[src/rtl/mem_port_arbiter.sv]
// rtl/mem_port_arbiter.sv - single-port memory arbiter between fetch (IF) and load/store (D) ports
// Optional feature macro: MEM_ARB_ROUND_ROBIN_EN (round-robin tie break instead of D-over-IF priority)

module mem_port_arbiter #(
    parameter int ADDR_W  = 32,
    parameter int DATA_W  = 32,
    parameter int MEM_LAT = 1
) (
    input  logic              clk,
    input  logic              reset,
    input  logic              if_req,
    input  logic [ADDR_W-1:0] if_addr,
    output logic              if_gnt,
    output logic              if_rvalid,
    output logic [DATA_W-1:0] if_rdata,
    input  logic              d_req,
    input  logic              d_we,
    input  logic [ADDR_W-1:0] d_addr,
    input  logic [DATA_W-1:0] d_wdata,
    output logic              d_gnt,
    output logic              d_rvalid,
    output logic [DATA_W-1:0] d_rdata,
    output logic [ADDR_W-1:0] mem_addr,
    output logic              mem_we,
    output logic [DATA_W-1:0] mem_wdata,
    input  logic [DATA_W-1:0] mem_rdata
);

    typedef enum logic [1:0] {
        ST_IDLE   = 2'd0,
        ST_ACCESS = 2'd1,
        ST_RESP   = 2'd2
    } state_t;

    typedef enum logic {
        OWN_IF = 1'b0,
        OWN_D  = 1'b1
    } owner_t;

    // Counter is sized for the legal latency range 1..15.
    localparam logic [3:0] CNT_INIT = 4'(MEM_LAT - 1);

    state_t            state;
    owner_t            owner;
    logic [3:0]        cnt;
    logic [ADDR_W-1:0] lat_addr;
    logic              lat_we;
    logic [DATA_W-1:0] lat_wdata;
    logic              if_rvalid_q;
    logic              d_rvalid_q;
    logic [DATA_W-1:0] if_rdata_q;
    logic [DATA_W-1:0] d_rdata_q;
    logic              win_if;
    logic              win_d;
    logic              idle_ok;

`ifdef MEM_ARB_ROUND_ROBIN_EN
    owner_t            last_owner;

    // Tie goes to whichever port did not win the previous grant; single requests win outright.
    always_comb begin
        win_if = 1'b0;
        win_d  = 1'b0;
        if (if_req && d_req) begin
            if (last_owner == OWN_IF) begin
                win_d = 1'b1;
            end else begin
                win_if = 1'b1;
            end
        end else begin
            win_if = if_req;
            win_d  = d_req;
        end
    end

    // Remember the owner of every grant so the next tie flips; reset value makes the first tie go to D.
    always_ff @(posedge clk) begin
        if (reset) begin
            last_owner <= OWN_IF;
        end else if (d_gnt) begin
            last_owner <= OWN_D;
        end else if (if_gnt) begin
            last_owner <= OWN_IF;
        end
    end
`else
    // Fixed priority: a load/store always beats a fetch.
    always_comb begin
        win_d  = d_req;
        win_if = if_req && !d_req;
    end
`endif

    // Grants only exist in IDLE and never in a reset cycle, so an accepted request is never lost.
    assign idle_ok = (state == ST_IDLE) && !reset;
    assign d_gnt   = idle_ok && win_d;
    assign if_gnt  = idle_ok && win_if;

    // Memory bus comes straight from the request latched at grant time.
    assign mem_addr  = lat_addr;
    assign mem_wdata = lat_wdata;
    assign mem_we    = (state == ST_ACCESS) && (cnt == 4'd0) && lat_we && !reset;

    assign if_rvalid = if_rvalid_q;
    assign d_rvalid  = d_rvalid_q;
    assign if_rdata  = if_rdata_q;
    assign d_rdata   = d_rdata_q;

    // Access sequencer: latch on grant, hold the address MEM_LAT cycles, sample, respond, return to IDLE.
    always_ff @(posedge clk) begin
        if (reset) begin
            state       <= ST_IDLE;
            owner       <= OWN_IF;
            cnt         <= 4'd0;
            lat_addr    <= '0;
            lat_we      <= 1'b0;
            lat_wdata   <= '0;
            if_rvalid_q <= 1'b0;
            d_rvalid_q  <= 1'b0;
            if_rdata_q  <= '0;
            d_rdata_q   <= '0;
        end else begin
            if_rvalid_q <= 1'b0;
            d_rvalid_q  <= 1'b0;
            case (state)
                ST_IDLE: begin
                    if (d_gnt) begin
                        owner     <= OWN_D;
                        lat_addr  <= d_addr;
                        lat_we    <= d_we;
                        lat_wdata <= d_wdata;
                        cnt       <= CNT_INIT;
                        state     <= ST_ACCESS;
                    end else if (if_gnt) begin
                        owner     <= OWN_IF;
                        lat_addr  <= if_addr;
                        lat_we    <= 1'b0;
                        lat_wdata <= '0;
                        cnt       <= CNT_INIT;
                        state     <= ST_ACCESS;
                    end
                end
                ST_ACCESS: begin
                    if (cnt == 4'd0) begin
                        if (owner == OWN_D) begin
                            d_rdata_q  <= mem_rdata;
                            d_rvalid_q <= 1'b1;
                        end else begin
                            if_rdata_q  <= mem_rdata;
                            if_rvalid_q <= 1'b1;
                        end
                        state <= ST_RESP;
                    end else begin
                        cnt <= cnt - 4'd1;
                    end
                end
                ST_RESP: begin
                    state <= ST_IDLE;
                end
                default: begin
                    state <= ST_IDLE;
                end
            endcase
        end
    end

endmodule

[config.mk]
export PLATFORM = sky130hd
export DESIGN_NAME = mem_port_arbiter
export DESIGN_NICKNAME = d
export VERILOG_FILES = /design/src/rtl/mem_port_arbiter.sv
export SDC_FILE = /design/constraint.sdc
export NUM_CORES = 1
export LEC_CHECK = 0
export CORE_MARGIN = 2
export CORE_UTILIZATION = 41
export CTS_BUF_LIST = sky130_fd_sc_hd__clkbuf_16
export CTS_CLUSTER_DIAMETER = 60
export DETAILED_ROUTE_END_ITERATION = 7
export GPL_ROUTABILITY_DRIVEN = 0
export PLACE_DENSITY = 0.87
export SLEW_MARGIN = 20
export SYNTH_ARGS = -nofsm -noshare
export SYNTH_HDL_FRONTEND = slang
export SYNTH_SLANG_ARGS = --single-unit
[constraint.sdc]
create_clock -name clk -period 2.55 [get_ports clk]
set_input_delay 0.51 -clock clk [delete_from_list [all_inputs] [get_ports clk]]
set_output_delay 0.51 -clock clk [all_outputs]
set_load 0.02 [all_outputs]
==> impl_metrics.toml <==
[run_status]
status = "completed"

[global_route]
grtUsageMet3 = 0.0680
grt_util_met2 = 0.353
grt_remaining_overflow = 0
grt_busiest_layer = "met2"
grtUsageMet1 = 0.282
grt_pass1_wl_um = 25800
grt_max_degree = 57
antenna_found_initial = 1
track_usage = 0.225
grt_pass1_vias = 5100

[sta]
final.setup.tns_ns = 0
fin_crit_ns = 2.39
clock_skew_ns = 0.00898
worst_pin_slew_ns = 0.593
slew-limit-headroom = 0.605
hold_viol = 0
finalCritPeriodShare = 0.936
grt_setup_unrepaired = "false"
max_freq_mhz = 419
drv_slew = 0
finalSetupViolCount = 0

[routing]
wl_per_cell_um = 15.3
route.antenna.remaining_nets = 0
drcViolationCount = 0
drt_iter0_drc = 277
viasPerCell = 5.03
wl_um = 16300
vias = 5366
dr.pass1.iters = 4

[yosys]
netlist_area_um2 = 5530
syn_nets = 759
ys_types = 38
synth_flop_cell = "dfxtp_1"
yosysWarnings = 0
ys_ff_latch = 138
synth_cells = 624
syn_avg_cell_area_um2 = 8.87
synth_edf_count = 0
netlist.area_leader.share = 0.499
synth_area_leaders = "dfxtp_1, nand2_1, mux2i_1"
ys_seq_area_frac = 0.499
synth_area_leader_cell = "dfxtp_1"
async_reset_ff_frac = 0

[layout]
register_area_um2 = 2760
layout-drive-gt1-share = 0.0855
fin_cells = 1066
multi_input_area_um2 = 2500
areaGrowthSynthToFinish_pct = 62.3
nFillCells = 1032
nets = 1011

[critical_path]
cp.arrival_ns = 1.88
endpoint_kind = "output port"
required_ns = 2.04
crit_path_max_fanout = 2
rr_startpoint = "state[1]"
path_class = "input port to output port"
r2r_cells = 6
reg2reg_to = "mem_addr[31]"
critPathLaunchType = "input port"
rrSetupSlack_ns = 0.50

[power_and_ir_drop]
p_leak_nw = 3.49
p_per_area_nw_per_um2 = 752
irDropWorstVdd_v = 0.000474

[floorplanning]
die_h_um = 120
dieWidth_um = 120
dieArea_um2 = 14400
start_util = 0.419
coreArea_um2 = 13200
design.portCount = 266
rows = 42

[place]
dpl.cell_count = 1033
dp_hpwl_um = 11300
numPortBuffers = 265

[clocking]
cts.htree.levels = 4
cts_tree = "done"
cts_buffer_depth = 2
clk_latency_ns = 0.41
cts-root-buf = "clkbuf_16"
numCtsBuffers = 17
clk_pin_slew_ns = 0.05
cts.sinks = 138

[worst_hold_path]
holdPathStages = 2
hp-class = "input port to register"
whs_endpoint = "state[1]"
min-delay-start = "reset"

[job]
maxCapViolCount = 0
==> final cells by class <==
cell class                 instances  area share
clock buffer                      17      0.0474
timing repair buffer             287       0.319
multi-input combinational        427       0.278
inverter                           5     0.00265
clock inverter                    15      0.0203
antenna                            1    0.000279
sequential                       138       0.308
tap                              176      0.0245
==> placed cells by master, fill, tap and decap left out, drive strengths merged <==
| cell type | instances |
|---|---|
| and2 | 1 |
| bufinv | 4 |
| clkbuf | 17 |
| or2 | 2 |
| dfxtp | 138 |
| or3b | 1 |
| clkinv | 9 |
| or3 | 1 |
| nor4bb | 1 |
| nor3b | 2 |
| nor2b | 1 |
| a311oi | 32 |
| dlygate4sd2 | 2 |
| and3 | 1 |
| or4b | 1 |
| o31ai | 2 |
| clkinvlp | 2 |
| inv | 5 |
| o21ai | 33 |
| ha | 2 |
| nor3 | 6 |
| o41ai | 2 |
| buf | 24 |
| nand2 | 191 |
| clkdlybuf4s50 | 261 |
| nand3b | 1 |
| o311ai | 1 |
| a21bo | 1 |
| mux2i | 64 |
| diode | 1 |
| nand4 | 2 |
| a21oi | 68 |
| nor4 | 1 |
| nor2 | 4 |
| nand2b | 5 |
| nand3 | 1 |
==> registers in the layout, indices dropped and copies added, names as in the netlist <==
| name | flops |
|---|---|
| cnt | 4 |
| d_rdata | 32 |
| d_rvalid | 1 |
| if_rdata | 32 |
| if_rvalid | 1 |
| lat_we | 1 |
| mem_addr | 32 |
| mem_wdata | 32 |
| owner | 1 |
| state | 2 |
==> per-stage QoR <==
| step | hold WS [ns] | cell area, um2 | utilization | power [mW] | worst slack [ns] |
|---|---|---|---|---|---|
| 2_1_floorplan | 0.444 | 5530 | - | 3.47 | 0.186 |
| 3_3_place_gp | 0.442 | 8370 | 0.634 | 4.25 | -0.0830 |
| 3_5_place_dp | 0.446 | 8370 | 0.634 | 4.28 | -0.106 |
| 4_1_cts | 0.351 | 8980 | 0.681 | 6.81 | 0.0139 |
| 5_1_grt | 0.381 | 8980 | 0.681 | 7.07 | 0.0278 |
| 6_report | 0.378 | 8980 | 0.681 | 6.76 | 0.163 |
==> Yosys cell counts (2+ instances only) <==
| cell | n |
|---|---|
| buf_2 | 9 |
| buf_6 | 2 |
| o41ai_1 | 2 |
| nor2_1 | 4 |
| buf_1 | 4 |
| nor3_1 | 5 |
| nand2_2 | 6 |
| clkbuf_1 | 32 |
| or2_2 | 2 |
| a311oi_1 | 26 |
| buf_4 | 5 |
| o31ai_1 | 2 |
| buf_8 | 2 |
| nand4_1 | 2 |
| nor3b_1 | 2 |
| ha_1 | 2 |
| nand2_1 | 185 |
| a21oi_1 | 68 |
| inv_1 | 4 |
| dfxtp_1 | 138 |
| nand2b_1 | 5 |
| a311oi_2 | 6 |
| o21ai_0 | 33 |
| mux2i_1 | 64 |
==> report_power, final <==
part           switching [mW]  leakage [nW]  internal, mW
registers               0.122          1.13          2.38
logic                   0.882          2.07         0.854
clock network           0.902         0.296          1.62
==> worst max-delay path: stages <==
cell and delay, ns:
clkdlybuf4s50_1 0.48, or4b_4 0.49, clkinv_4 0.07, dlygate4sd2_1 0.33
==> cells by family (layout without fill, tap and decap cells) <==
kind of cell / Yosys count / in the layout / synth area share
simple gates: 222 / 222 / 0.169
compound gates: 139 / 139 / 0.158
flops: 138 / 138 / 0.499
mux: 64 / 64 / 0.116
buf+inv: 59 / 324 / 0.0531
fa+ha+maj: 2 / 2 / 0.00452
other cells: 0 / 1 / 0
==> worst max path at each step <==
| stage | start | slack [ns] | end | cells past startpoint |
|---|---|---|---|---|
| after detailed placement | d_req | -0.11 | d_gnt | 4 |
| after floorplan | reset | 0.19 | if_gnt | 5 |
| final | d_req | 0.16 | d_gnt | 4 |
| after global placement | d_req | -0.08 | d_gnt | 4 |
| after global routing | cnt[0] | 0.03 | mem_we | 6 |
| after CTS | cnt[0] | 0.01 | mem_we | 6 |
==> routing by layer <==
layer	vias up	share of wire
met3	37	0.069
met1	2478	0.42
li1	2652	-
met5	-	0
met2	199	0.48
met4	0	0.030
==> repair_timing <==
| item | 4_1_cts | 5_1_grt |
|---|---|---|
| resized for setup | 6 | 2 |
| pin swaps | 1 | 0 |
| setup endpoints to repair | 3 | 1 |
| setup buffers | 0 | 0 |
| hold buffers | 0 | 0 |
No activity file was read; power rests on OpenSTA's default activity.
